File: config.mk
export PLATFORM = sky130hd
export DESIGN_NAME = control_ramwrite_arbiter
export DESIGN_NICKNAME = d
export VERILOG_FILES = /design/src/rtl/control_ramwrite_arbiter.sv
export SDC_FILE = /design/constraint.sdc
export NUM_CORES = 1
export LEC_CHECK = 0
export CAP_MARGIN = 20
export CORE_ASPECT_RATIO = 1.1
export CORE_MARGIN = 3
export CORE_UTILIZATION = 35
export CTS_CLUSTER_SIZE = 12
export DETAILED_ROUTE_END_ITERATION = 8
export PLACE_DENSITY = 0.75
export SKIP_CTS_REPAIR_TIMING = 1
export SLEW_MARGIN = 20
export SYNTH_ARGS = -nofsm -noshare
export SYNTH_HDL_FRONTEND = slang
export SYNTH_SLANG_ARGS = --single-unit
File: constraint.sdc
create_clock -name clk -period 3.95 [get_ports clk]
set_input_delay 0.79 -clock clk [delete_from_list [all_inputs] [get_ports clk]]
set_output_delay 0.79 -clock clk [all_outputs]
set_load 0.01 [all_outputs]
File: src/rtl/control_ramwrite_arbiter.sv
// rtl/control_ramwrite_arbiter.sv - round-robin owner arbiter for the framebuffer RAM write port
//
// Purpose: shares one framebuffer RAM write port among NUM_REQ command engines.
//    An owner is picked round-robin from the pending requests and keeps the port
//    until it pulses release_pulse, drops req, or the hold watchdog forces it off.
//    Between owners there is always one HANDOVER cycle with the write port gated.
//
// Ports:
//    clk               framebuffer write-side clock
//    reset             asynchronous active-low reset (0 = in reset)
//    req               per-requester level request
//    release_pulse     per-requester 1-cycle release (only the owner's bit is used)
//    in_row/in_column/in_pixel/in_data   packed requester buses, requester i at [i*W +: W]
//    in_we/in_start    per-requester write enable / access start
//    grant             one-hot owner flag
//    row/column/pixel/data_out           owner buses, 0 when no owner
//    ram_write_enable/ram_access_start   owner strobes, 0 when no owner
//    busy              port owned or in handover
//    timeout           1-cycle pulse on a watchdog-forced release
//    timeout_id        requester forced off by the last watchdog release

module control_ramwrite_arbiter #(
   parameter int NUM_REQ  = 3,
   parameter int ROW_BITS = 9,
   parameter int COL_BITS = 10,
   parameter int PIX_BITS = 2,
   parameter int MAX_HOLD = 4096
) (
   input  logic                         clk,
   input  logic                         reset,
   input  logic [NUM_REQ-1:0]           req,
   input  logic [NUM_REQ-1:0]           release_pulse,
   input  logic [NUM_REQ*ROW_BITS-1:0]  in_row,
   input  logic [NUM_REQ*COL_BITS-1:0]  in_column,
   input  logic [NUM_REQ*PIX_BITS-1:0]  in_pixel,
   input  logic [NUM_REQ*8-1:0]         in_data,
   input  logic [NUM_REQ-1:0]           in_we,
   input  logic [NUM_REQ-1:0]           in_start,
   output logic [NUM_REQ-1:0]           grant,
   output logic [ROW_BITS-1:0]          row,
   output logic [COL_BITS-1:0]          column,
   output logic [PIX_BITS-1:0]          pixel,
   output logic [7:0]                   data_out,
   output logic                         ram_write_enable,
   output logic                         ram_access_start,
   output logic                         busy,
   output logic                         timeout,
   output logic [$clog2(NUM_REQ)-1:0]   timeout_id
);

   localparam int IDW = $clog2(NUM_REQ);
   // One spare bit so the counter can reach MAX_HOLD-1 and saturate above it.
   localparam int HCW = $clog2(MAX_HOLD + 1) + 1;
   localparam logic [HCW-1:0] HOLD_LAST = HCW'((MAX_HOLD > 0) ? MAX_HOLD - 1 : 0);

   typedef enum logic [1:0] {
      S_IDLE     = 2'd0,
      S_GRANT    = 2'd1,
      S_OWNED    = 2'd2,
      S_HANDOVER = 2'd3
   } state_t;

   state_t            state;
   state_t            state_nxt;
   logic [IDW-1:0]    owner;
   logic [IDW-1:0]    rr_ptr;
   logic [HCW-1:0]    hold_cnt;
   logic              pick_found;
   logic [IDW-1:0]    pick_idx;
   logic              owner_drop;
   logic              wd_hit;
   logic              wd_force;
   logic              owning;

   // Round-robin search: first pending request at or above rr_ptr, wrapping.
   always_comb begin
      pick_found = 1'b0;
      pick_idx   = '0;
      for (int k = 0; k < NUM_REQ; k++) begin
         int j;
         j = (int'(rr_ptr) + k) % NUM_REQ;
         if (!pick_found && req[j]) begin
            pick_found = 1'b1;
            pick_idx   = IDW'(j);
         end
      end
   end

   assign owner_drop = release_pulse[owner] || !req[owner];
   // hold_cnt counts grant cycles from 0 in GRANT, so the grant lasts at most MAX_HOLD cycles.
   assign wd_hit     = (MAX_HOLD != 0) && (hold_cnt >= HOLD_LAST);
   // A release coinciding with expiry wins: it is an ordinary handover, no timeout.
   assign wd_force   = (state == S_OWNED) && !owner_drop && wd_hit;

   // State register
   always_ff @(posedge clk or negedge reset) begin
      if (!reset) begin
         state <= S_IDLE;
      end else begin
         state <= state_nxt;
      end
   end

   // Next-state logic
   always_comb begin
      state_nxt = state;
      case (state)
         S_IDLE:     if (pick_found) state_nxt = S_GRANT;
         S_GRANT:    state_nxt = S_OWNED;
         S_OWNED:    if (owner_drop || wd_hit) state_nxt = S_HANDOVER;
         S_HANDOVER: state_nxt = S_IDLE;
         default:    state_nxt = S_IDLE;
      endcase
   end

   // Owner, round-robin pointer, hold counter and watchdog flags
   always_ff @(posedge clk or negedge reset) begin
      if (!reset) begin
         owner      <= '0;
         rr_ptr     <= '0;
         hold_cnt   <= '0;
         timeout    <= 1'b0;
         timeout_id <= '0;
      end else begin
         timeout <= wd_force;
         if (wd_force) begin
            timeout_id <= owner;
         end
         case (state)
            S_IDLE: begin
               if (pick_found) begin
                  owner    <= pick_idx;
                  hold_cnt <= '0;
               end
            end
            S_GRANT, S_OWNED: begin
               if (hold_cnt != {HCW{1'b1}}) begin
                  hold_cnt <= hold_cnt + 1'b1;
               end
            end
            S_HANDOVER: begin
               rr_ptr <= (owner == IDW'(NUM_REQ - 1)) ? '0 : owner + 1'b1;
            end
            default: ;
         endcase
      end
   end

   // Outputs: grant decoded from the registered state/owner; the RAM side is a
   // zero-latency mux of the owner's buses, forced to 0 whenever nobody owns the port.
   always_comb begin
      owning           = (state == S_GRANT) || (state == S_OWNED);
      busy             = (state != S_IDLE);
      grant            = '0;
      row              = '0;
      column           = '0;
      pixel            = '0;
      data_out         = '0;
      ram_write_enable = 1'b0;
      ram_access_start = 1'b0;
      if (owning) begin
         grant            = NUM_REQ'(1) << owner;
         row              = in_row[int'(owner)*ROW_BITS +: ROW_BITS];
         column           = in_column[int'(owner)*COL_BITS +: COL_BITS];
         pixel            = in_pixel[int'(owner)*PIX_BITS +: PIX_BITS];
         data_out         = in_data[int'(owner)*8 +: 8];
         ram_write_enable = in_we[owner];
         ram_access_start = in_start[owner];
      end
   end

endmodule

# Yosys cells after proc, flatten, opt, wreduce, memory -nomap -nowiden
# Cells that the tools add are included.
[word_totals]
ff_bits = 23
latchBits = 0
ramBits = 0
romBits = 0
input_bits = 101
output_inout_bits = 38
elab_cells = 88
n_memories = 0
[classes]
addsub = 4
multipliers = 2
div = 3
magnitude_cmp = 5
n_eq_ne = 8
shift = 5
n_mux = 37
n_bitwise = 0
n_reduce_logical = 18
[ops]
columns = ["operator", "n"]
rows = [
  ["32-bit by 4-bit < comparator with 1-bit output (second input constant)", 3],
  ["32-bit by 3-bit modulo with 32-bit output (second input constant)", 2],
  ["3-bit by 3-bit modulo with 32-bit output (second input constant)", 1],
  ["30-bit by 7-bit indexed part select with 10-bit output", 1],
  ["14-bit two-way mux", 2],
  ["14-bit one-hot mux with 2 select lines", 1],
  ["27-bit by 7-bit indexed part select with 9-bit output", 1],
  ["24-bit by 6-bit indexed part select with 8-bit output", 1],
  ["1-bit two-way mux", 15],
  ["14-bit by 1-bit adder with 14-bit output (second input constant)", 1],
  ["1-bit binary-select mux with 2-bit select", 7],
  ["14-bit by 12-bit >= comparator with 1-bit output (second input constant)", 1],
  ["2-bit two-way mux", 7],
  ["14-bit != test (second input constant)", 1],
  ["10-bit two-way mux", 1],
  ["9-bit two-way mux", 1],
  ["8-bit two-way mux", 1],
  ["2-bit one-hot mux with 4 select lines", 1],
  ["2-bit == test (second input constant)", 3],
  ["2-bit by 4-bit multiplier with 6-bit output (second input constant)", 1],
  ["6-bit by 4-bit indexed part select with 2-bit output", 1],
  ["2-bit by 3-bit multiplier with 5-bit output (second input constant)", 1],
  ["1-bit logical AND", 4],
  ["1-bit zero test", 4],
  ["15 further kinds", 20],
]

# Logic depth before layout (Yosys ltp)
# Gate-level depths: netlist of the first run.
[logic_depth]
ltp_word = 13
depth_mapped = 8
ltp_nobuf = 7

# Worst setup path before layout of the first run
# OpenSTA, ideal clock, no wires.
[synth_timing]
path_kind = "reg2out"
start = "register state[1]"
end = "output column[0]"
t_arrival_ps = 1591
required_time_ps = 3160
slack_ps = 1569
stages_incl_launch_ff = 7
path_buffers = 3
cell_sequence = "dfrtp_1 > inv_1 > ha_1 > clkbuf_1 > clkbuf_1 > clkbuf_1 > and2_1"
[synth_via]
elab_chain_len = 3
elab_cells_between_ends = 4
cone_classes = "eq/ne (2); mux (1); reduce/logical (1)"
[synth_rtl]
columns = ["element", "line_no", "text"]
rows = [
  ["start, declared", "63", "state_t state;"],
  ["start signal, assigned", "100", "state <= state_nxt;"],
  ["2-bit by 1-bit == test with 1-bit output or 2-bit == test (tied branches)", "152", "owning = (state == S_GRANT) || (state == S_OWNED);"],
  ["1-bit logical OR *", "152", ""],
  ["10-bit two-way mux *", "161", "if (owning) begin"],
  ["end, declared", "41", "output logic [COL_BITS-1:0] column,"],
]
# Every way passes the cells marked *; elsewhere a longest branch is shown, timed or not.

# Final worst setup path of the first run
[layout_timing]
start = "register state[1]"
end = "output row[5]"
[layout_via]
elab_chain_len = 3
elab_cells_between_ends = 4
cone_classes = "eq/ne (2); mux (1); reduce/logical (1)"
[layout_rtl]
columns = ["element", "line_no", "text"]
rows = [
  ["2-bit by 1-bit == test with 1-bit output or 2-bit == test (tied branches)", "152", ""],
  ["1-bit logical OR *", "152", ""],
  ["9-bit two-way mux *", "161", ""],
  ["end, declared", "40", "output logic [ROW_BITS-1:0] row,"],
]
# Marks and branches as above.

==> flow_metrics.tcl, run 1 <==
set metrics [dict create \
    gp_congestion 0.827 \
    maxSlewHeadroom_pct 45.3 \
    first_iter_violations 163 \
    fin_nets 552 \
    tns_ps 0 \
    outcome "completed" \
    io_pins 139 \
    antenna_found_initial 0 \
    n_antenna_cell 0 \
    area_growth_pct 59.5 \
    setup.worst_path.start_class "flop" \
    die_h_um 94.1 \
    initial_core_util_pct 36.8 \
    power.density_nw_per_um2 640 \
    htree_levels 1 \
    crit_arrival_ps 2620 \
    ys_warn_count 0 \
    p_leak_uw 0.00155 \
    crit_family "buffers and inverters" \
    syn_area_um2 2470 \
    vias 2844 \
    ys_seq_area_share_pct 23.3 \
    final_util_pct 58.7 \
    cts_buffers 3 \
    grt_remaining_overflow 0 \
    path_max_fanout 29 \
    endpoint_kind "output port" \
    layout_commonest_cell "clkdlybuf4s50_1" \
    fin_worst_skew_ps 8.02 \
    wirelength_um 8910 \
    drive_gt1_share_pct 4.77 \
    cp.required_ps 3160 \
    ys_async_sr_fraction_pct 100 \
    synth_area_leader_cell "dfrtp_1" \
    rsz0062_at_grt "false" \
    worst-path-buf-inv 3 \
    synth_top_area_share_pct 23.3 \
    synth_edf_count 0 \
    ir_worst_vdd_mv 0.280 \
    finalSetupViolCount 0 \
    synth_flop_cell "dfrtp_1" \
    die_w_um 86.1 \
    clockBufferDepth 2 \
    postPlaceCellArea_um2 3900 \
    synth_cell_types 52 \
    avgSynthCellArea_um2 7.82 \
    ant_nets 0 \
    synth_area_leaders "dfrtp_1, mux2i_1, and2_1" \
    crit_type "reg2out" \
    viasPerCell 5.45 \
    worstPathCellList "inv_1 -> ha_1 -> buf_4 -> and2_1 -> clkdlybuf4s50_1" \
    r2r_start "state[1]$_DFFE_PN0P_" \
    grt_usage_pct 21.2 \
    clkTransAtPathRegs_ps 80 \
    cp_slowest_cell "ha_1" \
    final_cell_mix "clkdlybuf4s50_1, nand2_1, mux2i_1, and2_1, o21ai_0" \
    grt_pass1_vias 2761 \
    cts_tree "done" \
    grt_max_degree 40 \
    rr_worst_depth 8 \
    syn_nets 427 \
    die_area_um2 8100 \
    wl_per_cell_um 17.1 \
    r2r-end "hold_cnt[7]$_DFFE_PN0P_" \
    dpl.hpwl_um 6900 \
    drc 0 \
    port_buffers 138 \
    slowest_delay_ps 820 \
    r2r_setup_slack_ps 1050 \
    hold_path.class "in2async" \
    first_pass_iters 4 \
    hold_viol_final 0 \
    rows 31 \
    drv_cap 0 \
    clk_latency_ps 260 \
    period_minus_slack_ps 3410 \
    clock_tree.root_cell "clkbuf_8" \
    synthCells 316 \
    grt_pass1_wl_um 14000 \
    drv_slew 0 \
    clock_sinks 23 \
    core_um2 6710 \
    ys_seq_elements 23 \
    final_cell_area_um2 3940 \
    max_freq_ghz 0.293 \
    tightest_slew_ps 820 \
    period_share_pct 86.4 \
]
[synthesized netlist by cell type (all sizes together) (2+ instances only)]
| master | n |
|---|---|
| and4 | 2 |
| mux2 | 3 |
| a21oi | 3 |
| o22ai | 2 |
| clkbuf | 18 |
| nor2b | 2 |
| a31oi | 5 |
| o21ai | 40 |
| a211oi | 2 |
| nand2 | 40 |
| nor2 | 12 |
| dfrtp | 23 |
| buf | 5 |
| a21boi | 3 |
| and3 | 3 |
| nand3 | 7 |
| nand2b | 6 |
| o21a | 2 |
| ha | 10 |
| and2 | 36 |
| o41ai | 5 |
| nand4 | 6 |
| o31ai | 15 |
| mux2i | 35 |
| nor4bb | 2 |
| a41oi | 2 |
| inv | 11 |
[sequential cells by signal (all words and copies together) (netlist names)]
register    flops
state           2
hold_cnt       14
timeout_id      2
rr_ptr          2
owner           2
timeout         1
[cell families after synthesis]
family / after synthesis / synth area share (%)
and+or+nand+nor: 122 / 26.4
DFF: 23 / 23.3
buffers and inverters: 34 / 5.62
adders and majority gates: 10 / 5.07
muxes: 38 / 15.7
AOI/OAI and AO/OA: 89 / 23.9
[per-layer routing]
| layer | global-route usage (%) | routed length [um] | part of all wire, % | vias up |
|---|---|---|---|---|
| li1 | - | - | - | 1385 |
| met1 | 26.4 | 3640 | 41 | 1329 |
| met2 | 38.6 | 4490 | 50 | 123 |
| met3 | 3.51 | 722 | 8.1 | 7 |
| met4 | 3.17 | 53 | 0.59 | 0 |
| met5 | 0 | 0 | 0 | - |
[through the flow]
stage          total power (uW)  hold WS, ps  cells  worst slack [ps]
2_1_floorplan              1520          468    316              1570
3_3_place_gp               2350          492    518               871
3_5_place_dp               2380          493    518               790
4_1_cts                    2530          510    522               514
5_1_grt                    2730          519    522               374
6_report                   2520          488    522               537
[power by group]
part	leakage [uW]	switching (uW)	internal, uW	total (uW)
clock network	0.0000255	72.4	70.3	143
registers	0.000307	50.0	282	332
logic	0.00121	1040	1010	2050
[cell type report]
cell class	count	area (um^2)
clock inverters	1	5.00
fillers	606	2770
well taps	82	103
clock buffers	3	41.3
multi-input cells	259	1760
repair buffers	143	1410
inverters	11	41.3
flip-flops and latches	23	577
[how the worst max path moves through the flow]
stage / startpoint / end / slack (ps) / cells after the start
after global placement: req[2] / state[1]$_DFFE_PN0P_ / 870 / 6
after floorplan: state[1]$_DFFE_PN0P_ / column[0] / 1570 / 6
after detailed placement: req[2] / state[1]$_DFFE_PN0P_ / 790 / 6
after global routing: state[1]$_DFFE_PN0P_ / column[7] / 370 / 5
final: state[1]$_DFFE_PN0P_ / row[5] / 540 / 5
after CTS: state[1]$_DFFE_PN0P_ / row[0] / 510 / 5
No activity file was read; power rests on OpenSTA's default activity.
==> run 2: changes to the inputs <==
--- a/config.mk
+++ b/config.mk
@@ -11,9 +11,10 @@
 export CORE_UTILIZATION = 35
 export CTS_CLUSTER_SIZE = 12
 export DETAILED_ROUTE_END_ITERATION = 8
+export GPL_TIMING_DRIVEN = 0
 export PLACE_DENSITY = 0.75
 export SKIP_CTS_REPAIR_TIMING = 1
-export SLEW_MARGIN = 20
+export SLEW_MARGIN = 40
 export SYNTH_ARGS = -nofsm -noshare
 export SYNTH_HDL_FRONTEND = slang
 export SYNTH_SLANG_ARGS = --single-unit
==> run 2 against run 1 <==
  * Register-to-register slack improved by 550 ps
  * Via count up 3.9%
  * Global-route usage increased by 1.1 points
  * Total power increased by 2.2%
  * Clock-buffer cell count increased by 1
  * Sequential power is 3% lower
  * Core utilization increased by 0.84 points
  * Worst hold slack gained 6.6 ps
  * Setup slack lost 250 ps
  * First-iteration DRC count fell by 24%
  * Critical path depth grew 2
  * Maximum frequency is 6.8% lower
==> flow_metrics.tcl, run 2 (synthesis results as in run 1) <==
set metrics [dict create \
    cp.required_ps 3160 \
    fillers 612 \
    hold_viol_final 0 \
    clock_tree.root_cell "clkbuf_8" \
    drv_slew 0 \
    final_cell_mix "clkdlybuf4s50_1, nand2_1, mux2i_1, and2_1, o21ai_0" \
    drive_gt1_share_pct 3.93 \
    endpoint_kind "output port" \
    ant_nets 0 \
    postPlaceCellArea_um2 3950 \
    crit_path_start "state[1]$_DFFE_PN0P_" \
    rows 31 \
    tightest_slew_ps 680 \
    place_ws_ps 483 \
    pwr-share-comb_pct 81.6 \
    setup.worst_path.start_class "flop" \
    area_growth_pct 61.8 \
    regMostFlops "hold_cnt" \
    tns_ps 0 \
    first_pass_iters 4 \
    grt_usage_pct 22.3 \
    wirelength_um 9320 \
    die_h_um 94.1 \
    dpl.hpwl_um 7690 \
    drv_cap 0 \
    p_seq_share_pct 12.5 \
    drc 0 \
    period_minus_slack_ps 3660 \
    r2r_start "state[1]$_DFFE_PN0P_" \
    seq_area_um2 576 \
    port_buffers 138 \
    crit_arrival_ps 2870 \
    clk_latency_ps 270 \
    path_max_fanout 10 \
    grt_max_degree 24 \
    final_util_pct 59.5 \
    cts_tree "done" \
    sw_frac_of_total_pct 47.1 \
    hold_ws_ps 495 \
    wl_per_cell_um 17.3 \
    grt_pass1_wl_um 14500 \
    clkPwrFrac_pct 5.9 \
    cts_buffers 3 \
    layout_commonest_cell "clkdlybuf4s50_1" \
    multiInputGateArea_um2 1760 \
    clock_sinks 23 \
    p_leak_uw 0.00157 \
    maxSlewHeadroom_pct 54.7 \
    fin_worst_skew_ps 5.08 \
    final_cell_area_um2 4000 \
    switchingPower_uw 1210 \
    crit_type "reg2out" \
    ir_worst_vdd_mv 0.371 \
    vias 2956 \
    die_area_um2 8100 \
    outcome "completed" \
    finalWorstSetupSlack_ps 288 \
    power.density_nw_per_um2 645 \
    finalSetupViolCount 0 \
    fin_nets 570 \
    grt_remaining_overflow 0 \
    clkTransAtPathRegs_ps 90 \
    initial_core_util_pct 36.8 \
    clockBufferDepth 2 \
    period_share_pct 92.7 \
    io_pins 139 \
    antenna_found_initial 0 \
    rsz0062_at_grt "false" \
    largest_register_ffs 14 \
    first_iter_violations 124 \
    core_um2 6710 \
    die_w_um 86.1 \
    viasPerCell 5.47 \
    hold_path.class "in2async" \
    htree_levels 1 \
    gp_congestion 0.870 \
    p_int_uw 1360 \
    max_freq_ghz 0.273 \
    n_antenna_cell 0 \
    grt_pass1_vias 2817 \
]
[run 2: final cells by class]
class	count	share of cell area, %
multi-input cells	259	43.9
repair buffers	138	34.5
flip-flops and latches	23	14.4
well taps	82	2.57
plain buffers	23	2.47
clock buffers	4	1.13
inverters	11	1.03
[run 2: path summary, 6_finish.rpt]
kind                                             end  slack, ps  cells past startpoint
max in group asynchronous    hold_cnt[3]$_DFFE_PN0P_       3100                      1
min in group clk           timeout_id[1]$_DFFE_PN0P_        510                      1
hold / removal               hold_cnt[6]$_DFFE_PN0P_        490                      1
setup reg to reg            hold_cnt[12]$_DFFE_PN0P_       1600                      8
hold reg to reg            timeout_id[1]$_DFFE_PN0P_        510                      1
setup / recovery                            pixel[1]        290                      7
[run 2: power groups by stage]
stage | sequential, uW | combinational, uW | clock [uW]
detailed placement | 327 | 2100 | 0
floorplan | 315 | 1210 | 0
finish | 322 | 2100 | 152
global placement | 322 | 2080 | 0
CTS | 322 | 2110 | 155
global route | 328 | 2300 | 165
[run 2: through the flow]
stage / total power [uW] / std cells
6_report: 2580 / 540
5_1_grt: 2790 / 540
4_1_cts: 2590 / 540
3_5_place_dp: 2430 / 536
3_3_place_gp: 2400 / 536
2_1_floorplan: 1520 / 316
[run 2: critical path, stage by stage, from the launching register on]
cell,delay (ps)
dfrtp_1,410
inv_1,80
ha_1,270
clkbuf_1,330
clkbuf_2,320
clkbuf_1,410
and2_1,200
clkdlybuf4s50_1,570
[run 2: metal layers]
layer / global-route usage (%) / vias up / share of wire, %
met4: 3.17 / 0 / 1.2
li1: - / 1424 / -
met2: 41.1 / 126 / 51
met5: 0 / - / 0
met3: 3.68 / 12 / 8.6
met1: 27.4 / 1394 / 39
==> run 3: changes to the inputs <==
==> constraint.sdc (replaced) <==
create_clock -name clk -period 4.1 [get_ports clk]
set_input_delay 0.82 -clock clk [delete_from_list [all_inputs] [get_ports clk]]
set_output_delay 0.82 -clock clk [all_outputs]
set_load 0.01 [all_outputs]
==> run 3 against run 2 <==
  * Via count rose by 1.2%
  * Die area unchanged
  * Critical path type unchanged
  * Register-to-register slack better by 170 ps
  * Critical endpoint unchanged
  * Highest routed layer unchanged
==> flow_metrics.tcl, run 3 (synthesis results as in run 1) <==
set metrics [dict create \
    clkTransAtPathRegs_ps 90 \
    p_leak_uw 0.00156 \
    power.density_nw_per_um2 622 \
    crit_type "reg2out" \
    ir_worst_vdd_mv 0.355 \
    r2r_setup_slack_ps 1770 \
    grt_max_degree 24 \
    die_w_um 86.1 \
    wl_per_cell_um 17.4 \
    layout_commonest_cell "clkdlybuf4s50_1" \
    vias 2991 \
    clk_latency_ps 270 \
    drv_cap 0 \
    fin_worst_skew_ps 6.61 \
    setup.worst_path.start_class "flop" \
    slowest_delay_ps 570 \
    regMostFlops "hold_cnt" \
    postPlaceCellArea_um2 3950 \
    core_um2 6710 \
    tns_ps 0 \
    grt_pass1_vias 2817 \
    total_power_uw 2480 \
    worst-path-buf-inv 5 \
    r2r_start "state[1]$_DFFE_PN0P_" \
    crit_family "buffers and inverters" \
    dpl.hpwl_um 7690 \
    hold_ws_ps 511 \
    whs_path_depth 1 \
    period_minus_slack_ps 3820 \
    htree_levels 1 \
    initial_core_util_pct 36.8 \
    path_max_fanout 10 \
    port_buffers 138 \
    wirelength_um 9370 \
    final_cell_area_um2 3990 \
    finalSetupViolCount 0 \
    cts_tree "done" \
    rows 31 \
    max_freq_ghz 0.262 \
    gp_congestion 0.870 \
    endpoint_kind "output port" \
    final_cell_mix "clkdlybuf4s50_1, nand2_1, mux2i_1, and2_1, o21ai_0" \
    antenna_found_initial 0 \
    n_antenna_cell 0 \
    drv_slew 0 \
    first_pass_iters 5 \
    hold_path.class "reg2reg" \
    cp_slowest_cell "clkdlybuf4s50_1" \
    period_share_pct 93.1 \
    cp_common_cell "clkbuf_1" \
    cp.required_ps 3280 \
    final_util_pct 59.5 \
    tightest_slew_ps 683 \
    hold_viol_final 0 \
    clock_tree.root_cell "clkbuf_8" \
    die_area_um2 8100 \
    hold_end "timeout_id[1]$_DFFE_PN0P_" \
    maxSlewHeadroom_pct 54.5 \
    area_growth_pct 61.7 \
    grt_usage_pct 22.3 \
    viasPerCell 5.54 \
    cts_buffers 3 \
    fin_nets 570 \
    drive_gt1_share_pct 3.71 \
    grt_pass1_wl_um 14500 \
    drc 0 \
    fillers 613 \
    rr_worst_depth 8 \
    die_h_um 94.1 \
    clock_sinks 23 \
    largest_register_ffs 14 \
    io_pins 139 \
    crit_arrival_ps 3000 \
    grt_remaining_overflow 0 \
    hp-start "timeout_id[1]$_DFFE_PN0P_" \
    r2r-end "hold_cnt[12]$_DFFE_PN0P_" \
    ant_nets 0 \
    outcome "completed" \
    rsz0062_at_grt "false" \
    first_iter_violations 121 \
    clockBufferDepth 2 \
    worstPathCellList "inv_1 -> ha_1 -> clkbuf_1 -> clkbuf_1 -> clkbuf_1 -> and2_1 -> clkdlybuf4s50_1" \
]
-- run 3: worst register-to-register path: stages, from the launching register on --
cell and delay, ps:
dfrtp_1 410, inv_1 80, ha_1 270, clkbuf_1 320, and3_1 230, a31o_2 200
clkbuf_1 410, nor2_1 140, a31oi_1 200
-- run 3: where the power goes --
group / internal, uW / switching (uW)
Sequential: 271 / 39.7
Combinational: 971 / 1050
Clock: 69.5 / 77.6
Total: 1310 / 1170
-- run 3: final cells by class --
| cell class | instances | area [um^2] | share of cell area, % |
|---|---|---|---|
| plain buffers | 23 | 97.6 | 2.44 |
| flip-flops and latches | 23 | 576 | 14.4 |
| well taps | 82 | 103 | 2.57 |
| clock buffers | 4 | 45.0 | 1.13 |
| inverters | 11 | 41.3 | 1.03 |
| multi-input cells | 259 | 1760 | 44.0 |
| repair buffers | 138 | 1380 | 34.5 |
-- run 3: how the worst max path moves through the flow --
stage                          from        end  cells after the start  slack (ps)
2_1_floorplan  state[1]$_DFFE_PN0P_  column[0]                      6        1690
3_3_place_gp   state[1]$_DFFE_PN0P_   pixel[1]                      7         600
3_5_place_dp   state[1]$_DFFE_PN0P_   pixel[1]                      7         600
4_1_cts        state[1]$_DFFE_PN0P_   pixel[1]                      7         280
5_1_grt        state[1]$_DFFE_PN0P_   pixel[1]                      7          70
6_report       state[1]$_DFFE_PN0P_   pixel[1]                      7         280
-- run 3: metal layers --
metal	up-vias	share of wire, %	track usage [%]
li1	1423	-	-
met4	0	1.1	3.17
met1	1417	39	27.4
met3	12	9.0	3.68
met2	139	51	41.1
met5	-	0	0
-- run 3: per-stage QoR --
stage	worst slack [ps]	cells
floorplan	1690	316
global placement	605	536
detailed placement	603	536
CTS	279	540
global route	68.8	540
finish	283	540
